<file path="config.mk">
export PLATFORM = sky130hd
export DESIGN_NAME = ret_addr_stack
export DESIGN_NICKNAME = d
export VERILOG_FILES = /design/src/rtl/ret_addr_stack.sv
export SDC_FILE = /design/constraint.sdc
export NUM_CORES = 1
export LEC_CHECK = 0
export ABC_CLOCK_PERIOD_IN_PS = 6800
export CORE_MARGIN = 5
export CORE_UTILIZATION = 61
export DETAILED_ROUTE_END_ITERATION = 7
export PLACE_DENSITY = 0.91
export RECOVER_POWER = 50
export SYNTH_ARGS = -nofsm -noshare
export SYNTH_HDL_FRONTEND = slang
export SYNTH_SLANG_ARGS = --single-unit
</file>
<file path="constraint.sdc">
create_clock -name clk -period 6.8 [get_ports clk]
set_input_delay 1.02 -clock clk [delete_from_list [all_inputs] [get_ports clk]]
set_output_delay 1.02 -clock clk [all_outputs]
set_load 0.05 [all_outputs]
</file>
<file path="src/rtl/ret_addr_stack.sv">
// ret_addr_stack: return-address stack for a small CPU front end.
// A call pushes the return PC, a return pops it, and a simultaneous
// push+pop replaces the top entry (return immediately followed by a call).
// dout always shows the top entry, or zero when the stack is empty.
// ovf/unf are sticky error flags, cleared by clr_err or rst.
// Build option: define RET_ADDR_STACK_WRAP_EN to make a push on a full stack
// overwrite the oldest entry; by default such a push is dropped.
// Only ovf is raised on a full push in either build.
// Storage has no reset; dout is masked while empty, so unwritten entries never
// reach an output.

module ret_addr_stack #(
   parameter int WIDTH = 7,
   parameter int DEPTH = 8
) (
   input  logic                           clk,
   input  logic                           rst,
   input  logic                           push,
   input  logic                           pop,
   input  logic [WIDTH-1:0]               din,
   input  logic                           clr_err,
   output logic [WIDTH-1:0]               dout,
   output logic [$clog2(DEPTH+1)-1:0]     count,
   output logic                           empty,
   output logic                           full,
   output logic                           ovf,
   output logic                           unf
);

   localparam int PW = $clog2(DEPTH);
   localparam int CW = $clog2(DEPTH + 1);

   logic [WIDTH-1:0] mem_q [DEPTH];
   logic [PW-1:0]    top_q, top_d;
   logic [CW-1:0]    count_q, count_d;
   logic             ovf_q, ovf_d;
   logic             unf_q, unf_d;

   logic             wr_en;
   logic [PW-1:0]    wr_addr;
   logic             ovf_set, unf_set;
   logic             is_empty, is_full;
   logic [PW-1:0]    top_inc, top_dec;

   // DEPTH is a power of two, so plain PW-bit arithmetic wraps modulo DEPTH.
   assign top_inc  = top_q + 1'b1;
   assign top_dec  = top_q - 1'b1;
   assign is_empty = (count_q == '0);
   assign is_full  = (count_q == CW'(DEPTH));

   // Next-state decode: pointer, count, storage write and error events.
   always_comb begin
      top_d   = top_q;
      count_d = count_q;
      wr_en   = 1'b0;
      wr_addr = top_q;
      ovf_set = 1'b0;
      unf_set = 1'b0;

      case ({push, pop})
         2'b10: begin
            if (!is_full) begin
               wr_en   = 1'b1;
               wr_addr = top_inc;
               top_d   = top_inc;
               count_d = count_q + 1'b1;
            end else begin
               ovf_set = 1'b1;
`ifdef RET_ADDR_STACK_WRAP_EN
               wr_en   = 1'b1;
               wr_addr = top_inc;
               top_d   = top_inc;
`endif
            end
         end
         2'b01: begin
            if (!is_empty) begin
               top_d   = top_dec;
               count_d = count_q - 1'b1;
            end else begin
               unf_set = 1'b1;
            end
         end
         2'b11: begin
            if (!is_empty) begin
               wr_en   = 1'b1;
               wr_addr = top_q;
            end else begin
               wr_en   = 1'b1;
               wr_addr = top_inc;
               top_d   = top_inc;
               count_d = CW'(1);
               unf_set = 1'b1;
            end
         end
         default: begin
         end
      endcase

      ovf_d = ovf_set | (ovf_q & ~clr_err);
      unf_d = unf_set | (unf_q & ~clr_err);
   end

   // Control state; rst overrides any operation or clear in the same cycle.
   always_ff @(posedge clk) begin
      if (rst) begin
         top_q   <= PW'(DEPTH - 1);
         count_q <= '0;
         ovf_q   <= 1'b0;
         unf_q   <= 1'b0;
      end else begin
         top_q   <= top_d;
         count_q <= count_d;
         ovf_q   <= ovf_d;
         unf_q   <= unf_d;
      end
   end

   // Entry storage: never cleared, and writes are suppressed while rst is high.
   always_ff @(posedge clk) begin
      if (wr_en && !rst) begin
         mem_q[wr_addr] <= din;
      end
   end

   assign dout  = is_empty ? '0 : mem_q[top_q];
   assign count = count_q;
   assign empty = is_empty;
   assign full  = is_full;
   assign ovf   = ovf_q;
   assign unf   = unf_q;

endmodule
</file>
# Yosys cells after proc, flatten, opt, wreduce, memory -nomap -nowiden
# Memories as Yosys holds them, arrays and structs flattened. A register that Yosys moved wholly into a read port is not among the register bits.
# Index checks and enable logic that the tools add are counted.
# classes
mux	20
n_eq_ne	7
addsub	4
n_reduce_logical	7
n_bitwise	5
# op_table
op	n
two-way mux 3 bit	5
two-way mux 4 bit	3
one-hot mux 4 bit (3 select lines)	1
one-hot mux 3 bit (3 select lines)	1
two-way mux 1 bit	7
two-way mux 7 bit	1
inequality test 2 bit, second input constant	3
one-hot mux 3 bit (2 select lines)	1
adder 4 x 1 -> 4 bit, second input constant	1
equality test 2 bit, second input constant	2
equality test 4 bit, second input constant	1
zero test 4 bit	1
AND reduction 4 bit	1
subtractor 4 x 1 -> 4 bit, second input constant	1
adder 3 x 1 -> 3 bit, second input constant	1
nonzero test 3 bit	1
subtractor 3 x 1 -> 3 bit, second input constant	1
bitwise AND 1 bit	2
equality test 2 x 1 -> 1 bit, second input constant	1
OR 1 bit	2
one-hot mux 1 bit (2 select lines)	1
AND reduction 2 bit	1
OR reduction 2 bit	1
logical AND 1 bit	1
2 further kinds	2
# word_totals
wordCells	48
reg_bits	9
memories	1
mem_bits_rw	56
out_inout_bits	15
# memory_table
memory	depth	width	rd	rd_clocked_by_memory_dff	write_ports	line	rtl
mem_q	8	7	1	1	1	33	logic [WIDTH-1:0] mem_q [DEPTH];

# Depth between registers and ports, before layout
# Gate-level depths: netlist of run 1.
# logic_depth
depth_word	6
ltp_mapped	7
depth_no_buf	7

# Worst setup path before layout of run 1
# No wires, ideal clock.
# synth_timing
kind	reg-to-output
start	reg count_q[0] (netlist: count[0])
end	out dout[0]
setup_slack_ns	3.720
arrival_ns	2.060
required_ns	5.780
stages_incl_launch_ff	5
path_buffers	1
path_cell_list	dfxtp_1 or4_4 clkinv_4 buf_2 nor2_1
# synth_via
elab_chain_cells	2
# synth_rtl
item	line	rtl
from (decl)	35	logic [CW-1:0] count_q, count_d;
from (signal assigned)	113	count_q <= count_d;
zero test 4 bit	48	assign is_empty = (count_q == '0);
named net empty	24	output logic empty,
two-way mux 7 bit	126	assign dout = is_empty ? '0 : mem_q[top_q];
to (decl)	22	output logic [WIDTH-1:0] dout,
# The timed path passes the listed nets, and every way through them passes these cells.

==> results of run 1 <==
[state kept, by name, summed over array words and instances (netlist names), named ones only]
| signal | count |
|---|---|
| count | 4 |
| mem_q | 56 |
| ovf | 1 |
| top_q | 3 |
| unf | 1 |
[critical path: stages (launching register included)]
cell and delay (ns):
dfxtp_1 0.92, mux4_2 0.61, mux2i_1 0.15, nor2_1 0.05, clkdlybuf4s50_1 0.69
[final cells by class]
cell class,instances,area (um^2)
clock buffers,10,128
clock inverters,6,65.1
fillers,318,1280
inverters,10,43.8
multi-input cells,112,1040
flip-flops and latches,68,1920
well taps,67,83.8
repair buffers,26,260
[cell usage in the layout (no fill, tap or decap), types with 2 or more instances in the layout]
| cell type | n |
|---|---|
| edfxtp_1 | 56 |
| dfxtp_1 | 12 |
| clkinv_2 | 3 |
| inv_1 | 8 |
| a2111oi_0 | 4 |
| a32oi_1 | 2 |
| o211ai_1 | 2 |
| ha_1 | 4 |
| nand3_1 | 2 |
| a21oi_1 | 5 |
| nor3_2 | 4 |
| a22oi_1 | 5 |
| xnor2_1 | 2 |
| nor2b_1 | 3 |
| o21ai_0 | 3 |
| nor3_1 | 5 |
| nand2_1 | 2 |
| mux4_2 | 14 |
| nand4_1 | 3 |
| clkdlybuf4s50_1 | 11 |
| and3_1 | 2 |
| nand2b_1 | 7 |
| clkbuf_8 | 9 |
| clkinv_4 | 3 |
| nor2_1 | 14 |
| dlygate4sd3_1 | 15 |
| a31oi_1 | 4 |
| mux2i_1 | 7 |
[cells in the mapped netlist, types with 5 or more instances]
cell type,n
nor2_1,14
dfxtp_1,12
inv_1,8
a21oi_1,5
nand2b_1,7
clkbuf_1,5
mux4_2,14
mux2i_1,7
nor3_1,5
a22oi_1,5
edfxtp_1,56
[kinds of logic (layout without fill, tap and decap cells)]
group	count (synthesis)	count (layout)
buffers and inverters	21	52
DFF	68	68
muxes	22	22
and+or+nand+nor	46	46
adders and majority gates	5	5
xor gates and xnor gates	3	3
AOI/OAI and AO/OA	36	36
[worst max-delay path by stage]
stage                     startpoint          end  slack (ns)  depth (start not counted)
after CTS                   register      dout[5]        2.93                          4
after global routing        register      dout[6]        2.76                          4
after floorplan             count[0]      dout[0]        3.72                          4
final                       register      dout[6]        3.01                          4
after global placement          push  mem_q[5][3]        3.05                          5
after detailed placement        push  mem_q[5][1]        3.02                          5
[power by group through the flow]
stage / Sequential (uW) / Clock (uW) / Combinational, uW
finish: 516 / 320 / 305
detailed placement: 526 / 0 / 310
global placement: 526 / 0 / 305
global route: 522 / 348 / 326
CTS: 517 / 324 / 311
floorplan: 511 / 0 / 241
[stage by stage]
stage               util (%)  area, um^2
floorplan                  -        3070
global placement        69.8        3360
detailed placement      69.8        3360
CTS                     73.8        3560
global route            73.5        3540
finish                  73.5        3540
[layer usage]
| layer | share of wire [%] | track usage [%] | routed length (um) | vias up |
|---|---|---|---|---|
| met3 | 5.0 | 2.99 | 286 | 12 |
| li1 | - | - | - | 852 |
| met5 | 0 | 0 | 0 | - |
| met4 | 2.5 | 11.7 | 141 | 0 |
| met1 | 42 | 26.6 | 2420 | 916 |
| met2 | 50 | 30.5 | 2870 | 75 |
==> impl_metrics.ini, run 1 <==
[cts]
cts_resized = 0
clock_sinks = 68
cts_tree = yes
post_cts_buffers = 0
clockBufferDepth = 2
cts_made_buffers = 9
clkLatencyLatePin_ns = 0.34
postCtsHoldBufs = 0
htree_levels = 3
clk_pin_slew_ns = 0.07
root_buffer = clkbuf_8

[logic_synthesis]
synth_area_leader_cell = edfxtp_1
synth_edf_count = 56
synth_compound_area_share_pct = 9.73
synth_top_family_by_area = multiplexers
yosysWarnings = 0
synth_mux_area_share_pct = 12.9
synth_area_leaders = edfxtp_1 55%, mux4_2 10%, dfxtp_1 7.8%
ys_async_sr_fraction_pct = 0
synth_top_area_share_pct = 54.7
syn_area_per_cell_um2 = 15.3
syn-num-nets = 218
synth-simple-area-share_pct = 8.55
synthAdderAreaFrac_pct = 2.28
synthXorXnorAreaFrac_pct = 0.855
ys.flop_type = edfxtp_1
ys_ff_latch = 68
ys_types = 48
syn_inst = 201
synth_area_um2 = 3070
yosysSeqAreaShare_pct = 62.5

[layout]
num_antenna_cells = 0
nNetsFinal = 244
area_delta_synth_final_pct = 15.1
layout.cells.non_filler = 299
layout-drive-gt1-share_pct = 17.2

[worst_setup_path]
regToRegSetupSlack_ns = 3.87
regToRegEndpoint = mem_q[5][0]
r2r_start = count[1]
arrival_ns = 2.77
crit_required_ns = 5.78
worstSetupPathType = reg2out
ff2ff_path_depth = 5
end_kind = primary output
worstPathMaxFanout = 14
worstSetupStartpointType = register

[place]
dp_hpwl_mm = 3.89
io_buffers = 26
placedCellCount = 283
pre_cts_ws_ns = 3.02
gp_congestion = 0.917

[floorplan]
ios = 27
die_y_um = 81.0
die_w_um = 81.0
row_count = 25
die_area_um2 = 6560
core_area_um2 = 4820
start_util_pct = 63.8

[min_path]
hp-start = count[3]
hold_depth = 2
worstHoldPathType = reg2reg
hold_end = count[3]

[power]
power_uw = 1140
p_int_uw = 774
p_sw_uw = 367
p_per_area_nw_per_um2 = 322
p_leak_uw = 0.00125
peakVddDrop_mv = 0.207
clock_power_share_pct = 28.0
swShare_pct = 32.2
p_seq_share_pct = 45.3
p_comb_share_pct = 26.7

[global_route]
grt_use_total_pct = 19.7
grt_start_max_net_pins = 16
antenna_found_initial = 0
grt_pass1_wl_mm = 9.15
grt_pass1_vias = 1766
grt_remaining_overflow = 0

[timing]
rsz0062_at_grt = false
fmax_ghz = 0.264
fin_crit_sh_pct = 55.7
fin_setup_tns_ns = 0
min_period_ns = 3.79
finClkSkew_ns = 0.00634
finalSetupViolCount = 0
finalHoldViolCount = 0
slew_headroom_pct = 19.8
fin_ws_ns = 3.01
drv_slew = 0
hold_slack_ns = 0.526
worstMarginPinSlew_ns = 1.19

[detailed_routing]
drt-vias-per-instance = 6.20
totalWireLength_mm = 5.72
drc = 0
drtPass1Iterations = 5
drt_iter0_markers = 152
antenna_left = 0
route.detailed.wl_per_inst_um = 19.1
vias = 1855

[job]
cap_violations = 0

[outcome]
outcome = complete, no violations
(Power assumes the default switching activity.)
==> run 2: changes to the inputs <==
- ABC_CLOCK_PERIOD_IN_PS: 6800 -> 3070
- CORE_UTILIZATION: 61 -> 51
- PLACE_DENSITY: 0.91 -> 0.82
- clock period: 6.8 -> 3.07 ns (I/O delays scaled with it)
==> impl_metrics.ini, run 2 (synthesis results as in run 1) <==
[outcome]
outcome = complete, no violations

[cts]
cts_resized = 0
postCtsHoldBufs = 0
clkLatencyLatePin_ns = 0.33
cts_tree = yes
clk_pin_slew_ns = 0.07
root_buffer = clkbuf_8
clock_sinks = 68
clockBufferDepth = 2
htree_levels = 3
cts_made_buffers = 9
post_cts_buffers = 0

[timing]
min_period_ns = 2.90
finClkSkew_ns = 0.00850
slew_headroom_pct = 59.6
fin_ws_ns = 0.173
fin_setup_tns_ns = 0
finalHoldViolCount = 0
drv_slew = 0
rsz0062_at_grt = false
fmax_ghz = 0.345
finalSetupViolCount = 0
fin_crit_sh_pct = 94.4
worstMarginPinSlew_ns = 0.606
hold_slack_ns = 0.496

[min_path]
hold_depth = 2
hold_end = ovf
worstHoldPathType = reg2reg
hp-start = ovf

[worst_setup_path]
cp_slowest_cell = clkdlybuf4s50_1
slowest_delay_ns = 0.82
r2r_start = top_q[0]
worstPathMaxFanout = 15
regToRegSetupSlack_ns = 0.72
crit_required_ns = 2.61
regToRegEndpoint = mem_q[1][5]
cp_num_buf_inv = 2
worstSetupPathType = reg2out
ff2ff_path_depth = 7
cp_num_cells = 3
worstSetupStartpointType = register
end_kind = primary output
crit_chain = or4_1 > clkinv_4 > clkdlybuf4s50_1
arrival_ns = 2.44
crit_family = buffers and inverters

[detailed_routing]
wl_met1_mm = 2.53
wl_met3_um = 300
route.detailed.wl_per_inst_um = 19.3
top_layer_used = met4
wl_met2_mm = 3.24
totalWireLength_mm = 6.16
drc = 0
antenna_left = 0
vias = 1849
drt_iter0_markers = 109
drt-vias-per-instance = 5.80
drtPass1Iterations = 4

[global_route]
grt_pass1_wl_mm = 9.80
antenna_found_initial = 0
grt_pass1_vias = 1921
grt_remaining_overflow = 0
grt_start_max_net_pins = 16
grt_use_total_pct = 17.9

[job]
cap_violations = 0

[power]
p_leak_uw = 0.00131
peakVddDrop_mv = 0.385
p_per_area_nw_per_um2 = 720

[place]
pre_cts_ws_ns = 0.409
io_buffers = 26
dp_hpwl_mm = 4.14
gp_congestion = 0.826

[layout]
final_cell_mix = 56 x edfxtp_1, 16 x clkdlybuf4s50_1, 14 x mux4_2, 14 x nor2_1
regMostFlops = mem_q
area_delta_synth_final_pct = 19.0
layout_commonest_cell = edfxtp_1
largest_reg_flops = 56
num_antenna_cells = 0
nNetsFinal = 256
layout-drive-gt1-share_pct = 20.9

[floorplan]
row_count = 28
start_util_pct = 52.2
ios = 27
die_w_um = 87.6
die_y_um = 87.6
die_area_um2 = 7680
core_area_um2 = 5890
## run 2: cell types whose count changed in the layout (fill, tap and decap cells not counted), moves of 2 or more
| cell | change |
|---|---|
| clkdlybuf4s50_1 | +5 |
| buf_4 | +12 |
| clkinv_4 | -2 |
| dlygate4sd3_1 | -5 |
## run 2: per-layer routing
layer  up-vias  GRT usage, %
li1        872             -
met1       915          20.6
met2        53          30.8
met3         9          5.36
met4         0          8.37
met5         -             0
## run 2: tightest hold or removal path: stages (launching register included)
cell and delay [ns]:
dfxtp_1 0.33, a2bb2oi_1 0.06, nor2_1 0.07
## run 2: metrics by stage
step                      std cells  area (um^2)  utilization [%]  power (uW)
after floorplan                 201         3070                -        1670
after global placement          303         3460             58.9        1850
after detailed placement        303         3460             58.9        1880
after CTS                       319         3680             62.5        2670
after global routing            319         3660             62.1        2770
final                           319         3660             62.1        2630
## run 2: final cells by class
type	count	area, um^2
clock buffer	9	124
fill	437	2230
tap	75	93.8
multi-input combinational	112	1030
inverter	10	43.8
timing repair buffer	38	350
sequential	68	1920
clock inverter	7	90.1
## run 2: report_power, final
part	switching (uW)	total (uW)	internal [uW]
registers	47.4	1100	1060
clock network	334	788	454
logic	442	740	298
total	823	2630	1810
## run 2: worst max path at each step
stage,start,endpoint,slack [ns]
final,count[1],empty,0.17
after global routing,register,dout[2],0.03
after CTS,register,dout[2],0.15
after detailed placement,push,count[3],0.41
after global placement,push,count[3],0.51
after floorplan,count[0],mem_q[7][0],0.32
